`config.mk`:
```
export PLATFORM = sky130hd
export DESIGN_NAME = cordic_rotate
export DESIGN_NICKNAME = d
export VERILOG_FILES = /design/src/rtl/cordic_rotate.sv
export SDC_FILE = /design/constraint.sdc
export NUM_CORES = 1
export LEC_CHECK = 0
export CAP_MARGIN = 20
export CORE_AREA = 10 10 97 184
export CTS_BUF_LIST = sky130_fd_sc_hd__clkbuf_8
export DETAILED_ROUTE_END_ITERATION = 8
export DIE_AREA = 0 0 107 194
export PLACE_DENSITY = 0.68
export SLEW_MARGIN = 20
export SYNTH_ARGS = -nofsm -noshare
export SYNTH_HDL_FRONTEND = slang
export SYNTH_SLANG_ARGS = --single-unit
```
`constraint.sdc`:
```
create_clock -name clock -period 5.3 [get_ports clock]
set_input_delay 0.53 -clock clock [delete_from_list [all_inputs] [get_ports clock]]
set_output_delay 0.53 -clock clock [all_outputs]
set_load 0.01 [all_outputs]
```
`src/rtl/cordic_rotate.sv`:
```
// cordic_rotate: iterative CORDIC rotation giving unscaled cos/sin of a clamped angle,
// one iteration per enabled clock edge.
module cordic_rotate #(
  parameter int W = 12,
  parameter int FXP_SHIFT = 10,
  parameter int N = 10
) (
  input  logic         clock,
  input  logic         reset_n,
  input  logic         ce,
  input  logic         start,
  input  logic [W-1:0] angle_in,
  output logic [W-1:0] x_out,
  output logic [W-1:0] y_out,
  output logic [W-1:0] t_angle,
  output logic         valid,
  output logic         busy
);
  localparam int XW = W + 2;
  typedef enum logic [1:0] {IDLE, ROTATE, DONE} state_t;
  state_t state, state_nx;
  logic signed [XW-1:0] x, y, z, x_nx, y_nx, z_nx, atan;
  logic signed [W-1:0] ang, ang_c;
  logic [3:0] i;
  logic accept, last, z_neg;
  assign ang = $signed(angle_in);
  assign ang_c = ang > 1608 ? W'(1608) : ang < -1608 ? W'(-1608) : ang;
  always_comb begin
    case (i)
      4'd0: atan = XW'(804);
      4'd1: atan = XW'(475);
      4'd2: atan = XW'(251);
      4'd3: atan = XW'(127);
      4'd4: atan = XW'(64);
      4'd5: atan = XW'(32);
      4'd6: atan = XW'(16);
      4'd7: atan = XW'(8);
      4'd8: atan = XW'(4);
      default: atan = XW'(2);
    endcase
  end
  // rotate towards z = 0: a negative residual angle turns the vector clockwise
  assign z_neg = z[XW-1];
  assign x_nx = z_neg ? x + (y >>> i) : x - (y >>> i);
  assign y_nx = z_neg ? y - (x >>> i) : y + (x >>> i);
  assign z_nx = z_neg ? z + atan : z - atan;
  assign accept = ce && start && state != ROTATE;
  assign last = ce && state == ROTATE && i == 4'(N - 1);
  assign busy = state == ROTATE;
  always_comb begin
    state_nx = state;
    case (state)
      IDLE:    state_nx = start ? ROTATE : IDLE;
      ROTATE:  state_nx = i == 4'(N - 1) ? DONE : ROTATE;
      DONE:    state_nx = start ? ROTATE : IDLE;
      default: state_nx = IDLE;
    endcase
  end
  always_ff @(posedge clock or negedge reset_n)
    if (!reset_n) state <= IDLE;
    else if (ce) state <= state_nx;
  always_ff @(posedge clock or negedge reset_n) begin
    if (!reset_n) begin
      x <= '0;
      y <= '0;
      z <= '0;
      i <= '0;
      x_out <= '0;
      y_out <= '0;
      t_angle <= '0;
      valid <= 1'b0;
    end else if (ce) begin
      valid <= last;
      if (accept) begin
        x <= XW'(1 << FXP_SHIFT);
        y <= '0;
        z <= {{2{ang_c[W-1]}}, ang_c};
        i <= '0;
        t_angle <= ang_c;
      end else if (state == ROTATE) begin
        x <= x_nx;
        y <= y_nx;
        z <= z_nx;
        i <= i + 4'd1;
      end
      if (last) begin
        x_out <= x_nx[W-1:0];
        y_out <= y_nx[W-1:0];
      end
    end
  end
endmodule

```
==> results of run 1 <==
synthesized netlist by cell type, types with 13 or more instances:
cell type	instances
a21o_1	16
a21oi_1	68
a22o_1	24
buf_2	13
clkbuf_1	27
dfrtp_1	85
ha_1	48
inv_1	24
mux2_2	13
mux2i_1	14
mux4_2	23
nand2_1	122
nor2_1	67
nor3_1	16
o21ai_0	46
xnor2_1	37
xor2_1	24
cell type report:
class / instances / area, sq um
inverters: 25 / 93.8
multi-input cells: 667 / 4790
well taps: 195 / 244
fillers: 1405 / 6670
repair buffers: 78 / 716
flip-flops and latches: 85 / 2130
clock inverters: 7 / 50.0
clock buffers: 9 / 124
cell families after synthesis:
group | Yosys count
xor+xnor | 62
buf+inv | 73
mux | 50
compound gates | 237
fa+ha+maj | 51
flops | 85
simple gates | 267
sequential cells by signal, indices dropped and copies added (netlist names):
name / cells
i: 4
state: 2
t_angle: 12
valid: 1
x: 14
x_out: 12
y: 14
y_out: 12
z: 14
path summary, 6_finish.rpt:
| check | endpoint | cells past startpoint | slack, ps |
|---|---|---|---|
| worst max register to register | y[12] | 17 | 450 |
| worst min register to register | x_out[4] | 2 | 480 |
| worst min-delay path | x[9] | 1 | 120 |
| worst max-delay path | y[12] | 17 | 450 |
| max in group asynchronous | i[0] | 2 | 4140 |
| min in group clock | x_out[4] | 2 | 480 |
metal layers:
layer	global-route usage (%)	vias up
li1	-	3064
met1	20.5	3246
met2	42.9	193
met3	3.30	55
met4	12.0	0
met5	0	-
worst reg2reg max path, stage by stage, from the launching register on:
cell      delay [ps]
dfrtp_1          590
buf_4            300
buf_4            180
nor2b_1          550
a221oi_1         180
o32a_1           280
ha_1             300
o21ai_0          170
fa_1             480
a21o_1           180
a21oi_1          230
o21bai_1          90
a21o_1           210
a21oi_1          190
o21ai_0          150
o41ai_1          350
xor2_1           190
o22ai_1           80
stage by stage:
| step | cell area, sq um | worst slack [ps] | hold slack, ps | instances |
|---|---|---|---|---|
| 2_1_floorplan | 7240 | 805 | 234 | 825 |
| 3_3_place_gp | 7980 | 544 | 455 | 1050 |
| 3_5_place_dp | 7980 | 504 | 462 | 1050 |
| 4_1_cts | 8150 | 502 | 135 | 1066 |
| 5_1_grt | 8150 | 140 | 153 | 1066 |
| 6_report | 8150 | 451 | 120 | 1066 |
==> results by group, run 1 <==
Global routing
  • First-pass GRT wire length: between 30000 and 40000 um
  • Vias in the first global route: around 6800
  • Antenna violations before repair: 0
  • Total track usage: 22.0%
  • Total grt overflow: 0
  • Largest net degree at the start of global routing: 45

Die
  • Rows: 63
  • Die H: approximately 190 um
  • Die area: just over 0.02 sq mm
  • Die X: between 100 and 150 um
  • Core area: around 0.015 sq mm
  • Initial Utilization: around half
  • Num ports: 54

Detailed routing
  • Final wirelength: 22800 um
  • Vias: ~6600
  • Wire per inst: ~21 um
  • Metal2 WL: roughly 13000 um
  • First DRT Iteration DRCs: approximately 350
  • Top Metal Used: met4
  • DRC Markers: 0
  • Initial DRT Pass Iterations: 5
  • WL met3: slightly above 800 um
  • ANT nets after route: 0
  • Vias/cell: about 6.2
  • Wire length on met1: between 7000 and 8000 um

Worst setup path
  • Critical path origin: i[2]
  • Slowest-stage cell, CP: dfrtp_1
  • Largest stage delay on the critical path: around 600 ps
  • CP Launch Type: register
  • Crit path DAT: just over 5000 ps
  • Worst r2r src: i[2]
  • Worst path cell trace: buf_4, buf_4, nor2b_1, a221oi_1, o32a_1, ha_1, o21ai_0, fa_1, a21o_1, a21oi_1, o21bai_1, a21o_1, a21oi_1, o21ai_0, o41ai_1, xor2_1, o22ai_1
  • Worst Path Buf+Inv: 2
  • Crit path capture type: register
  • CP Data Required Time: between 5000 and 6000 ps
  • Worst Setup Path Type: register to register
  • Crit path max fanout: 13
  • Delay-heaviest family, CP: compound AO/OA/AOI/OAI gates

STA
  • Max Slew Vio Count: 0
  • Worst Clk Skew: around 15 ps
  • Worst-margin pin slew: between 700 and 800 ps
  • F_max: 206 MHz
  • Worst slew margin: 50.5%
  • Post-route setup TNS: 0 ps
  • Final hold vios: 0
  • Tcrit/Tclk final: roughly nine tenths
  • RSZ-0062 raised after global routing: false
  • # setup viols final: 0
  • Min cycle time layout: between 4000 and 5000 ps

Final layout
  • Most frequent cells in the layout: nand2_1 (122), dfrtp_1 (84), a21oi_1 (68)
  • Layout cell share with drive strength beyond 1: approximately a tenth
  • Final Util: between 50% and 60%
  • Most common cell after layout, fill and taps aside: nand2_1
  • Ant. Diodes: 0
  • Layout net count: approximately 930
  • P&R area growth vs syn: 12.5%

Min path
  • Hold Crit Class: input port to async pin

Place
  • Detailed Place HPWL: around 18000 um
  • Gp weighted congestion: around 0.92
  • Port Buffers: 53

Logic synthesis
  • Synth Register Bits: 85
  • Synth Area in Compound Gates: a little over a fifth
  • Most used flip-flop cell after synthesis: dfrtp_1
  • Synth Area in Adders: between 9 and 10%
  • Top-area cell type share of the netlist area: 29.4%
  • Synth top area cells: dfrtp_1 (29%), ha_1 (8.3%), mux4_2 (7.2%)
  • Net count after synthesis: just under 900
  • Yosys cell types: around 70
  • Largest family of logic cells by synthesized area: compound AO/OA/AOI/OAI gates
  • Multiplexer share of the synthesized area: 11.1%
  • Synth warnings: 0
  • Mapped Cells: about 830
  • Async SR Flop Fraction: 100%
  • Register area share after synthesis: 29.4%
  • Post-Synth Simple-Gate Area: between 10% and 20%
  • Synth area leader: dfrtp_1
  • Synth Cell Area: about 0.0072 sq mm
  • Post-Synth XOR/XNOR Area: between 7 and 8%
  • Syn_area_per_cell: ~8.8 sq um
  • Post-synth EDFFs: 0

Clock network
  • Clk pin slew, worst setup/hold paths: approximately 100 ps
  • CTS sink count: 85
  • Clk Latency, worst-skew pair: between 300 and 400 ps
  • Bufs on Longest Clock Path: 2
  • Root buffer cell: clkbuf_8
  • Post-cts resize count: 0
  • H-tree depth: 3
  • CTS tree: yes
  • TritonCTS Buffers: 9
  • Cts hold-fix bufs: 0
  • Postcts setup bufs: 0

Outcome
  • Run status: finished, final reports clean

Job
  • Max-cap violations: 0
Power of run 1 is not shown: default switching activity piles up to over one toggle a cycle in this logic, so the estimate is an artifact.
==> inputs of run 2 (changes only) <==
--- a/config.mk
+++ b/config.mk
@@ -10,6 +10,7 @@
 export CTS_BUF_LIST = sky130_fd_sc_hd__clkbuf_8
 export DETAILED_ROUTE_END_ITERATION = 8
 export DIE_AREA = 0 0 107 194
+export GPL_TIMING_DRIVEN = 1
 export PLACE_DENSITY = 0.68
 export SLEW_MARGIN = 20
 export SYNTH_ARGS = -nofsm -noshare
==> results of run 2 <==
No change in the layout: final DEF, timing and power equal those of run 1.
Power of run 2 is left out for the same reason.
==> inputs of run 3 (changes only) <==
--- a/config.mk
+++ b/config.mk
@@ -6,12 +6,12 @@
 export NUM_CORES = 1
 export LEC_CHECK = 0
 export CAP_MARGIN = 20
-export CORE_AREA = 10 10 97 184
+export CORE_AREA = 10 10 107 204
 export CTS_BUF_LIST = sky130_fd_sc_hd__clkbuf_8
 export DETAILED_ROUTE_END_ITERATION = 8
-export DIE_AREA = 0 0 107 194
+export DIE_AREA = 0 0 117 214
 export GPL_TIMING_DRIVEN = 1
-export PLACE_DENSITY = 0.68
+export SETUP_SLACK_MARGIN = 0.4
 export SLEW_MARGIN = 20
 export SYNTH_ARGS = -nofsm -noshare
 export SYNTH_HDL_FRONTEND = slang
==> results by group, run 3 (synthesis results as in run 1) <==
Die
  • Core area: 0.0187 sq mm (+26%)
  • Initial Utilization: 38.8% (-10 points)
  • Die X: 117 um (+9.3%)
  • Num ports: 54 (unchanged)
  • Die H: 214 um (+10%)
  • Die area: 0.0250 sq mm (+21%)
  • Rows: 71 (+13%)

Worst setup path
  • Flop-to-flop setup slack: 720 ps (+270 ps)
  • Largest stage delay on the critical path: 610 ps (+20 ps)
  • Crit path max fanout: 17 (+4)
  • Worst r2r path cells: 18 (+1)
  • CP Launch Type: register
  • CP endpoint: y[12]
  • Crit path DAT: 4820 ps (-260 ps)
  • Delay-heaviest family, CP: compound AO/OA/AOI/OAI gates
  • Critical path origin: i[0]
  • CP Data Required Time: 5530 ps (about the same)
  • Worst r2r src: i[0]
  • Worst Setup Path Type: register to register
  • Slowest-stage cell, CP: dfrtp_4
  • Worst path cell trace: buf_4, nor2_1, mux2_2, mux4_2, inv_1, ha_1, nor2_1, xnor2_1, ha_1, a21o_1, a21oi_1, o21bai_1, a21o_1, a21oi_1, o21ai_0, o41ai_1, xor2_1, o22ai_1
  • R2r endpoint: y[12]
  • Worst path depth: 18 (+1)
  • Worst Path Buf+Inv: 2 (unchanged)
  • Crit path capture type: register

STA
  • Worst Clk Skew: 13.5 ps (-1.81 ps)
  • Post-route setup TNS: 0 ps (unchanged)
  • Min cycle time layout: 4580 ps (-266 ps)
  • RSZ-0062 raised after global routing: true
  • # setup viols final: 0 (unchanged)
  • F_max: 218 MHz (+5.8%)
  • Worst slew margin: 39.2% (-11 points)
  • Worst-margin pin slew: 912 ps (+172 ps)
  • Final hold vios: 0 (unchanged)
  • Max Slew Vio Count: 0 (unchanged)
  • Tcrit/Tclk final: 86.5% (-5.0 points)

Clock network
  • TritonCTS Buffers: 9 (unchanged)
  • CTS sink count: 85 (unchanged)
  • H-tree depth: 3 (unchanged)
  • CTS tree: yes
  • Bufs on Longest Clock Path: 2 (unchanged)
  • Root buffer cell: clkbuf_8
  • Clk Latency, worst-skew pair: 390 ps (about the same)
  • Clk pin slew, worst setup/hold paths: 100 ps (about the same)

Final layout
  • Most frequent cells in the layout: nand2_1 (122), dfrtp_1 (84), a21oi_1 (68)
  • Most common cell after layout, fill and taps aside: nand2_1
  • P&R area growth vs syn: 14.2%
  • Multi-input gate area: 0.00482 sq mm (+0.60%)
  • Seq. cell area: 0.00213 sq mm (+0.12%)
  • Top Registers: x (14), y (14), z (14)
  • Ant. Diodes: 0 (unchanged)
  • Non-filler cells, final: 1094 (+2.6%)
  • Layout net count: 937 (+0.43%)
  • Layout cell share with drive strength beyond 1: 11.4% (+0.75 points)
  • Fillers: 1895 (+35%)

Place
  • Gp weighted congestion: 0.977 (+6.2%)
  • Port Buffers: 53 (unchanged)
  • Placed insts: 1077 (+2.6%)
  • Detailed Place HPWL: 17400 um (-2.3%)

Global routing
  • Largest net degree at the start of global routing: 46 (+2.2%)
  • Antenna violations before repair: 0 (unchanged)
  • Total grt overflow: 0 (unchanged)
  • Total track usage: 17.8% (-4.2 points)
  • Vias in the first global route: 6552 (-3.9%)
  • First-pass GRT wire length: 34800 um (-3.4%)

Detailed routing
  • DRC Markers: 0 (unchanged)
  • First DRT Iteration DRCs: 327 (-6.8%)
  • Wire per inst: 20.2 um (-5.6%)
  • Final wirelength: 22100 um (-3.2%)
  • Vias/cell: 5.80 (-5.6%)
  • Initial DRT Pass Iterations: 5 (unchanged)
  • ANT nets after route: 0 (unchanged)
  • Vias: 6350 (-3.2%)

Min path
  • Hold Crit Class: input port to async pin

Job
  • Max-cap violations: 0 (unchanged)

Outcome
  • Run status: finished, final reports clean
==> run 3: worst min path at each step <==
stage,start,endpoint,slack [ps],cells after the start
floorplan,reset_n,i[0],230,0
global placement,x_out[6],x_out[6],460,2
detailed placement,y_out[7],y_out[7],460,2
CTS,reset_n,y[10],150,1
global route,reset_n,y[10],180,1
finish,reset_n,y[10],130,1
==> run 3: area by class of cell <==
class                      count  share of cell area (%)
inverter                      25                    1.14
sequential                    85                    25.8
timing repair buffer          82                    9.07
multi-input combinational    667                    58.3
clock inverter                 7                   0.878
clock buffer                   9                    1.50
tap                          219                    3.31
==> run 3: layer usage <==
metal  share of wire (%)  GRT usage, %  vias up
met2                  56          33.5      150
met5                   0             0        -
met4                 5.3          10.2        0
met1                  36          17.4     3076
met3                 2.8          2.27       60
li1                    -             -     3064
==> run 3: worst reg2reg max path, cell delays in order, from the launching register on <==
cell and delay, ps:
dfrtp_4 610, buf_4 260, nor2_1 180, mux2_2 360
mux4_2 490, inv_1 70, ha_1 180, nor2_1 70
xnor2_1 210, ha_1 320, a21o_1 200, a21oi_1 220
o21bai_1 90, a21o_1 200, a21oi_1 190, o21ai_0 180
o41ai_1 340, xor2_1 180, o22ai_1 80
==> run 3: timing repair <==
item	CTS	global route
setup endpoints to repair	0	10
gates resized for setup	0	4
setup buffers	0	1
hold buffers	0	0
==> run 3: metrics by stage <==
stage	worst slack (ps)	area [sq um]	hold slack, ps	util (%)
2_1_floorplan	805	7240	234	-
3_3_place_gp	583	8040	458	43.1
3_5_place_dp	515	8040	463	43.1
4_1_cts	499	8230	150	44.1
5_1_grt	382	8270	177	44.3
6_report	717	8270	134	44.3
Power of run 3 is left out for the same reason.
